### config.mk
export PLATFORM = sky130hd
export DESIGN_NAME = pipelined_adder_n
export DESIGN_NICKNAME = d
export VERILOG_FILES = /design/src/rtl/adder_pkg.sv /design/src/rtl/chunk_adder.sv /design/src/rtl/pipelined_adder_n.sv
export SDC_FILE = /design/constraint.sdc
export NUM_CORES = 1
export LEC_CHECK = 0
export BUFFER_PORTS_ARGS = -buffer_cell sky130_fd_sc_hd__buf_2
export CAP_MARGIN = 20
export CORE_ASPECT_RATIO = 0.7
export CORE_MARGIN = 3
export CORE_UTILIZATION = 25
export CTS_BUF_LIST = sky130_fd_sc_hd__clkbuf_2 sky130_fd_sc_hd__clkbuf_4 sky130_fd_sc_hd__clkbuf_8
export CTS_CLUSTER_SIZE = 20
export DETAILED_ROUTE_END_ITERATION = 8
export SKIP_CTS_REPAIR_TIMING = 1
export SYNTH_ARGS = -nofsm -noshare
export SYNTH_HDL_FRONTEND = slang
export SYNTH_SLANG_ARGS = --single-unit
### constraint.sdc
create_clock -name clk -period 7.1 [get_ports clk]
set_input_delay 0.355 -clock clk [delete_from_list [all_inputs] [get_ports clk]]
set_output_delay 0.355 -clock clk [all_outputs]
set_load 0.01 [all_outputs]
### src/rtl/adder_pkg.sv
// Shared definitions for the pipelined adder: stage-count helper, width check
// and operation encoding.
package adder_pkg;

   localparam logic OP_ADD = 1'b0;
   localparam logic OP_SUB = 1'b1;

   function automatic int unsigned STAGES(input int unsigned width,
                                          input int unsigned stage_bits);
      return width / stage_bits;
   endfunction

   // Elaboration-time legality of a WIDTH/STAGE_BITS pair.
   function automatic bit width_ok(input int unsigned width, input int unsigned stage_bits);
      return (stage_bits != 0) && (width >= stage_bits) && ((width % stage_bits) == 0);
   endfunction

endpackage

### src/rtl/chunk_adder.sv
// Combinational STAGE_BITS-wide ripple-carry adder from per-bit full adders.
module chunk_adder #(
   parameter int unsigned STAGE_BITS = 4
) (
   output logic [STAGE_BITS-1:0] sum,
   output logic                  carry_out,
   input  logic [STAGE_BITS-1:0] a,
   input  logic [STAGE_BITS-1:0] b,
   input  logic                  carry_in
);

   logic [STAGE_BITS:0] carry;

   always_comb begin
      carry    = '0;
      sum      = '0;
      carry[0] = carry_in;
      for (int i = 0; i < STAGE_BITS; i++) begin
         sum[i]       = a[i] ^ b[i] ^ carry[i];
         carry[i + 1] = (a[i] & b[i]) | (carry[i] & (a[i] ^ b[i]));
      end
      carry_out = carry[STAGE_BITS];
   end

endmodule

### src/rtl/pipelined_adder_n.sv
// Pipelined add/subtract: one STAGE_BITS chunk resolved per register stage, global
// stall backpressure, carry/overflow/zero flags registered with the final stage.
module pipelined_adder_n
   import adder_pkg::*;
#(
   parameter int unsigned WIDTH      = 16,
   parameter int unsigned STAGE_BITS = 4
) (
   input  logic             clk,
   input  logic             reset,
   input  logic             in_valid,
   output logic             in_ready,
   input  logic [WIDTH-1:0] a,
   input  logic [WIDTH-1:0] b,
   input  logic             carry_in,
   input  logic             sub,
   output logic             out_valid,
   input  logic             out_ready,
   output logic [WIDTH-1:0] sum,
   output logic             carry_out,
   output logic             overflow,
   output logic             zero
);

   localparam int unsigned S   = STAGES(WIDTH, STAGE_BITS);
   localparam int unsigned MSB = WIDTH - 1;

   if (!width_ok(WIDTH, STAGE_BITS)) begin : g_bad_width
      $error("pipelined_adder_n: WIDTH must be a non-zero multiple of STAGE_BITS");
   end

   logic                  advance;
   logic [WIDTH-1:0]      b_eff;
   logic                  c0;

   // Per-stage inputs: operands and partial sum as seen by stage k.
   logic [WIDTH-1:0]      a_in   [S];
   logic [WIDTH-1:0]      b_in   [S];
   logic [WIDTH-1:0]      sum_in [S];
   logic                  c_in   [S];
   logic                  v_in   [S];

   logic [STAGE_BITS-1:0] chunk_sum [S];
   logic [WIDTH-1:0]      sum_d     [S];
   logic                  c_d       [S];

   logic [WIDTH-1:0]      a_q   [S];
   logic [WIDTH-1:0]      b_q   [S];
   logic [WIDTH-1:0]      sum_q [S];
   logic                  c_q   [S];
   logic                  v_q   [S];

   logic                  ovf_d, ovf_q;
   logic                  zero_d, zero_q;

   assign advance  = !v_q[S-1] || out_ready;
   assign in_ready = advance;

   always_comb begin
      b_eff = b;
      c0    = carry_in;
      case (sub)
         OP_ADD: begin
            b_eff = b;
            c0    = carry_in;
         end
         OP_SUB: begin
            b_eff = ~b;
            c0    = ~carry_in;
         end
         default: ;
      endcase
   end

   always_comb begin
      a_in[0]   = a;
      b_in[0]   = b_eff;
      c_in[0]   = c0;
      sum_in[0] = '0;
      v_in[0]   = in_valid;
      for (int k = 1; k < S; k++) begin
         a_in[k]   = a_q[k-1];
         b_in[k]   = b_q[k-1];
         c_in[k]   = c_q[k-1];
         sum_in[k] = sum_q[k-1];
         v_in[k]   = v_q[k-1];
      end
   end

   for (genvar k = 0; k < S; k++) begin : g_stage
      chunk_adder #(
         .STAGE_BITS(STAGE_BITS)
      ) u_chunk (
         .sum      (chunk_sum[k]),
         .carry_out(c_d[k]),
         .a        (a_in[k][k*STAGE_BITS +: STAGE_BITS]),
         .b        (b_in[k][k*STAGE_BITS +: STAGE_BITS]),
         .carry_in (c_in[k])
      );
   end

   // Completed lower chunks ride along; stage k fills in chunk k.
   always_comb begin
      for (int k = 0; k < S; k++) begin
         sum_d[k] = sum_in[k];
         sum_d[k][k*STAGE_BITS +: STAGE_BITS] = chunk_sum[k];
      end
   end

   always_comb begin
      ovf_d  = (a_in[S-1][MSB] == b_in[S-1][MSB]) && (sum_d[S-1][MSB] != a_in[S-1][MSB]);
      zero_d = (sum_d[S-1] == '0);
   end

   always_ff @(posedge clk or posedge reset) begin
      if (reset) begin
         for (int k = 0; k < S; k++) begin
            v_q[k]   <= 1'b0;
            a_q[k]   <= '0;
            b_q[k]   <= '0;
            sum_q[k] <= '0;
            c_q[k]   <= 1'b0;
         end
         ovf_q  <= 1'b0;
         zero_q <= 1'b0;
      end else if (advance) begin
         for (int k = 0; k < S; k++) begin
            v_q[k]   <= v_in[k];
            a_q[k]   <= a_in[k];
            b_q[k]   <= b_in[k];
            sum_q[k] <= sum_d[k];
            c_q[k]   <= c_d[k];
         end
         ovf_q  <= ovf_d;
         zero_q <= zero_d;
      end
   end

   assign out_valid = v_q[S-1];
   assign sum       = sum_q[S-1];
   assign carry_out = c_q[S-1];
   assign overflow  = ovf_q;
   assign zero      = zero_q;

endmodule
==> impl_metrics.py, run 1 <==
metrics = {
    "route": {
        "post_drt_wl_per_cell_microns": 11.84,
        "via_per_inst": 3.889,
        "vias": 2827,
        "ant_nets": 0,
        "drt_first_pass_iters": 4,
        "wl_mm": 8.608,
        "drc": 0,
        "drtIter0Drc": 213,
    },
    "floorplan": {
        "start_util_pct": 26.11,
        "core.rowCount": 39,
        "core_sq_mm": 0.01669,
        "ios": 59,
        "die_x_microns": 163.8,
        "die_h_microns": 116.4,
        "die_area_sq_mm": 0.01907,
    },
    "power": {
        "p_leak_nw": 2.501,
        "peakVddDrop_uv": 237.2,
        "total_power_mw": 2.052,
        "powerDensity_mw_per_mm2": 413.7,
    },
    "hold_path": {
        "hold-path-endpoint": "a_in[43]",
        "worstHoldStart": "a[11]",
        "hold_path_depth": 3,
        "hold_class": "input port to flop",
    },
    "critical_path": {
        "r2r_slack_ns": 4.58,
        "start_kind": "flop",
        "cp_max_fo": 98,
        "regToRegEndpoint": "sum[15]",
        "required_ns": 6.74,
        "end_kind": "output pin",
        "regToRegStartpoint": "out_valid",
        "worstSetupPathType": "flop to output pin",
        "rr_worst_depth": 6,
        "crit_arrival_ns": 2.74,
    },
    "global_routing": {
        "gr-total-overflow": 0,
        "grt_pass1_wl_mm": 14.97,
        "grt_util_all_layers_pct": 10.04,
        "grt_max_degree": 99,
        "antenna_found_initial": 0,
        "grt_pass1_vias": 2858,
    },
    "yosys": {
        "synth_cell_types": 22,
        "synth_area_sq_mm": 0.004357,
        "yosysSeqAreaShare_pct": 56.29,
        "synthDominantCellAreaShare_pct": 56.29,
        "syn-num-nets": 503,
        "synthCells": 448,
        "synth_top_area_cell": "dfrtp_1",
        "avgSynthCellArea_sq_um": 9.725,
        "ys_seq_elements": 98,
        "synth_area_leaders": "dfrtp_1 56%, nand2_1 18%, fa_1 7.4%, buf_6 3.4%, xnor2_1 2.6%",
        "yosysWarningCount": 0,
    },
    "cts": {
        "max-clock-path-buffers": 2,
        "cts_num_sinks": 98,
        "htree_levels": 3,
        "path_clk_slew_ns": 0.09,
        "cts_made_buffers": 9,
        "insertion_delay_ns": 0.35,
        "cts_tree": "built",
        "root_buffer": "clkbuf_8",
    },
    "final_layout": {
        "final_net_count": 552,
        "final_area_sq_mm": 0.004960,
        "drive_gt1_share_pct": 18.13,
        "fin_util_pct": 29.72,
        "multi_input_area_sq_mm": 0.001595,
        "final_common_cell": "nand2_1",
        "regArea_sq_mm": 0.002452,
        "n_antenna_cell": 0,
        "syn2layout_area_growth_pct": 13.84,
        "fillerInstances": 1823,
        "finalNonFillerCells": 727,
        "layout_common_cells": "210 x nand2_1, 98 x dfrtp_1, 58 x buf_2",
    },
    "placed_design": {
        "post-place-ws_ns": 4.269,
        "port-buffer-count": 58,
        "gp_congestion": 0.7306,
        "place_inst": 710,
        "placed_area_sq_mm": 0.004751,
        "dpl.hpwl_mm": 6.052,
    },
    "sta": {
        "worst_slack_ns": 4.008,
        "hold_ws_ns": 0.1935,
        "finalSetupTns_ns": 0,
        "skew_ns": 0.009296,
        "setup_viol": 0,
        "max_freq_mhz": 323.4,
        "hold_viol": 0,
        "maxSlewViolCount": 0,
        "rsz0062_at_grt": "false",
        "layout_min_cycle_time_ns": 3.092,
        "finalCritPeriodShare_pct": 43.55,
        "slew_headroom_pct": 32.81,
        "worst_slew_pin_slew_ns": 1.008,
    },
    "run": {
        "maxCapViolations": 0,
    },
    "status": {
        "outcome": "complete, no violations",
    },
}
==> synthesized netlist by cell type <==
cell type,instances
nor2b_4,1
buf_2,7
nor4_1,2
o21ai_1,12
xnor2_1,13
a21oi_2,11
dfrtp_1,98
o21ai_0,11
o31ai_1,1
clkbuf_1,2
inv_2,1
nor2_1,11
buf_4,2
nand2_1,210
xor2_1,5
nand4_1,1
nand2b_1,1
fa_1,16
inv_1,27
buf_6,13
ha_1,1
nor4b_1,2
==> kinds of logic after synthesis <==
kind of cell / synth area share, %
and+or+nand+nor: 20.33
DFF: 56.29
buffers and inverters: 7.093
AOI/OAI and AO/OA: 5.026
xor gates and xnor gates: 3.619
adders and majority gates: 7.639
==> where the power goes <==
group          switching [mW]  internal, mW  leakage [nW]
sequential              0.147         0.805          1.18
combinational           0.442         0.299          1.23
clock                   0.184         0.175        0.0931
total                   0.773          1.28          2.50
==> sequential cells by signal (all words and copies together) (netlist names) <==
signal and cells:
out_valid 1, a_in 24, sum_d 24, v_in 3, zero 1, overflow 1
carry_out 1, c_in 3, sum 16, b_in 24
==> area by class of cell <==
cell class	instances	share of cell area, %
Inverter	28	2.195
Clock inverter	4	1.060
Clock buffer	12	2.952
Sequential cell	98	49.44
Multi-Input combinational cell	298	32.16
Timing Repair Buffer	62	6.509
Tap cell	225	5.676
==> how the worst max path moves through the flow <==
| stage | start | to | slack, ns |
|---|---|---|---|
| floorplan | reset | a_in[12] | 4.18 |
| global placement | out_ready | in_ready | 4.28 |
| detailed placement | out_ready | in_ready | 4.27 |
| CTS | out_valid | in_ready | 3.92 |
| global route | out_valid | in_ready | 3.71 |
| finish | out_valid | in_ready | 4.01 |
==> per-layer routing <==
| metal | vias to the layer above | track usage (%) | part of all wire [%] | wire (microns) |
|---|---|---|---|---|
| met1 | 1321 | 15.81 | 56 | 4780 |
| met4 | 0 | 3.042 | 0.72 | 62 |
| met5 | - | 0 | 0 | 0 |
| met2 | 54 | 13.23 | 40 | 3421 |
| met3 | 2 | 2.588 | 4.0 | 344 |
| li1 | 1450 | - | - | - |
==> worst max-delay path: stages (launching register included) <==
cell and delay [ns]:
dfrtp_1 0.37, nor2b_4 0.13, buf_4 0.65, clkinv_2 0.36, buf_4 0.53, buf_2 0.28
(Power assumes the default switching activity.)
==> run 2: changes to the inputs <==
ABC_AREA = 1   (was not set)
clock period = 2.7 ns   (was 7.1 ns; I/O delays follow)
==> run 2 against run 1 <==
The run now ends with negative hold slack left; global-route usage fell by 0.33 points; worst hold slack worse by 0.20 ns; die area fell by 0.74%; final area rose by 2.5%; total power grew to 2.6 times the previous value; clock power grew to 2.7 times the previous value; utilization increased by 0.84 points; critical path depth grew 8; combinational power rose to 2.6 times the previous value; count of clock-buffer cells in the layout down 3; sequential share of layout area decreased by 1.2 points; cell count grew 1.7%; critical endpoint is now zero; largest power group unchanged; highest routed layer unchanged.
==> impl_metrics.py, run 2 <==
metrics = {
    "critical_path": {
        "cp_max_fo": 3,
        "required_ns": 2.97,
        "r2r_slack_ns": 0.32,
        "worstSetupPathType": "flop to flop",
        "cpPeakStageDelay_ns": 0.44,
        "end_kind": "flop",
        "critPathSlowestCell": "fa_1",
        "crit_arrival_ns": 2.65,
        "start_kind": "flop",
        "path_cells": "inv_1, fa_1, inv_1, fa_1, fa_1, inv_1, fa_1, inv_1, nor2_1, nand2_1, nor2_1, nand2_1, nand2_1",
    },
    "cts": {
        "cts_tree": "built",
        "htree_levels": 3,
        "cts_made_buffers": 9,
        "cts_num_sinks": 98,
        "root_buffer": "clkbuf_8",
        "insertion_delay_ns": 0.37,
        "max-clock-path-buffers": 2,
        "path_clk_slew_ns": 0.10,
    },
    "final_layout": {
        "regArea_sq_mm": 0.002452,
        "layout_common_cells": "175 x nand2_1, 98 x dfrtp_1, 58 x buf_2",
        "fin_util_pct": 30.56,
        "final_area_sq_mm": 0.005085,
        "fillerInstances": 1763,
        "final_common_cell": "nand2_1",
        "final_net_count": 564,
        "n_antenna_cell": 0,
        "multi_input_area_sq_mm": 0.001521,
        "drive_gt1_share_pct": 16.93,
        "syn2layout_area_growth_pct": 17.63,
        "finalNonFillerCells": 739,
    },
    "global_routing": {
        "grt.met2_usage_pct": 12.82,
        "busiest_layer": "met1",
        "grt_pass1_wl_mm": 14.49,
        "met3_usage_pct": 3.001,
        "grt_pass1_vias": 2726,
        "use_met1_pct": 15.28,
        "grt_util_all_layers_pct": 9.714,
        "gr-total-overflow": 0,
        "grt_max_degree": 87,
        "antenna_found_initial": 0,
    },
    "floorplan": {
        "core.rowCount": 39,
        "die_area_sq_mm": 0.01893,
        "ios": 59,
        "start_util_pct": 25.98,
        "die_h_microns": 116.0,
        "die_x_microns": 163.2,
        "core_sq_mm": 0.01664,
    },
    "yosys": {
        "ys_seq_elements": 98,
        "synth_area_sq_mm": 0.004323,
        "async_flop_share_pct": 100.0,
        "yosysSeqAreaShare_pct": 56.73,
        "synth_edf_count": 0,
        "yosysWarningCount": 0,
        "synth_area_leaders": "dfrtp_1 57%, nand2_1 15%, fa_1 7.4%, inv_1 3.8%, o21ai_1 3.6%",
        "synth_cell_types": 18,
        "synth_most_common_cell": "nand2_1",
        "avgSynthCellArea_sq_um": 9.628,
        "synthTopCellsByCount": "175 x nand2_1, 98 x dfrtp_1, 44 x inv_1",
        "ys.flop_type": "dfrtp_1",
        "syn-num-nets": 504,
        "synthDominantCellAreaShare_pct": 56.73,
        "synthCells": 449,
        "synth_top_area_cell": "dfrtp_1",
    },
    "route": {
        "drtIter0Drc": 145,
        "post_drt_wl_per_cell_microns": 11.74,
        "drc": 0,
        "ant_nets": 0,
        "drt_first_pass_iters": 4,
        "wl_mm": 8.679,
        "vias": 2839,
        "via_per_inst": 3.842,
    },
    "run": {
        "maxCapViolations": 0,
    },
    "sta": {
        "worst_slew_pin_slew_ns": 0.7893,
        "maxSlewViolCount": 0,
        "max_freq_mhz": 419.7,
        "slew_headroom_pct": 47.38,
        "finalSetupTns_ns": 0,
        "setup_viol": 0,
        "rsz0062_at_grt": "false",
        "hold_viol": 2,
        "worst_slack_ns": 0.3176,
        "layout_min_cycle_time_ns": 2.382,
        "skew_ns": 0.008638,
        "finalCritPeriodShare_pct": 88.24,
        "hold_ws_ns": -0.009174,
    },
    "power": {
        "peakVddDrop_uv": 282.1,
        "total_power_mw": 5.346,
        "powerDensity_mw_per_mm2": 1051,
        "p_leak_nw": 2.531,
    },
    "placed_design": {
        "place_inst": 714,
        "dpl.hpwl_mm": 5.839,
        "port-buffer-count": 58,
        "gp_congestion": 0.6899,
        "post-place-ws_ns": 0.3470,
        "placed_area_sq_mm": 0.004793,
    },
    "status": {
        "violations": "negative hold slack",
        "outcome": "finished, violations left",
    },
    "hold_path": {
        "hold_class": "input port to flop",
    },
}
[run 2: cell count changes after synthesis, moves of 11 or more]
| cell | before | now |
|---|---|---|
| nand2_1 | 210 | 175 |
| inv_1 | 27 | 44 |
| o21ai_0 | 11 | 24 |
| a21oi_2 | 11 | 0 |
| o21ai_1 | 12 | 31 |
[run 2: critical path, delay by kind of cell (launching register included)]
family / cells / cell delay (ns)
flops: 1 / 0.37
buf+inv: 4 / 0.31
fa+ha+maj: 4 / 1.39
simple gates: 5 / 0.21
[run 2: logic make-up (layout without fill, tap and decap cells)]
group	Yosys count	after routing	share of synthesized area (%)
adders and majority gates	17	17	7.699
DFF	98	98	56.73
xor gates and xnor gates	17	17	3.444
buffers and inverters	68	133	8.075
and+or+nand+nor	189	189	16.67
AOI/OAI and AO/OA	60	60	7.381
[run 2: final timing paths]
path                          start   endpoint  cells after the start
max                        a_in[12]       zero                     13
min                           a[11]   a_in[43]                      3
max reg2reg                a_in[12]       zero                     13
min reg2reg                 v_in[0]  out_valid                      2
max in group asynchronous     reset   b_in[47]                      4
min in group asynchronous     reset    sum[14]                      3
[run 2: layout make-up]
type / count / share of cell area [%]
Sequential cell: 98 / 48.23
Multi-Input combinational cell: 283 / 29.92
Timing Repair Buffer: 72 / 8.957
Tap cell: 225 / 5.536
Inverter: 45 / 3.396
Clock buffer: 9 / 2.436
Clock inverter: 7 / 1.526
[run 2: power by group]
part	switching, mW	total, mW	leakage [nW]	internal, mW
Clock	0.534	0.969	0.0998	0.435
Sequential	0.356	2.46	1.19	2.11
Combinational	1.15	1.92	1.24	0.764
[run 2: metal layers]
layer	part of all wire [%]	wire [microns]
met1	57	4916
met2	39	3355
met3	4.1	353
met4	0.62	54
met5	0	0
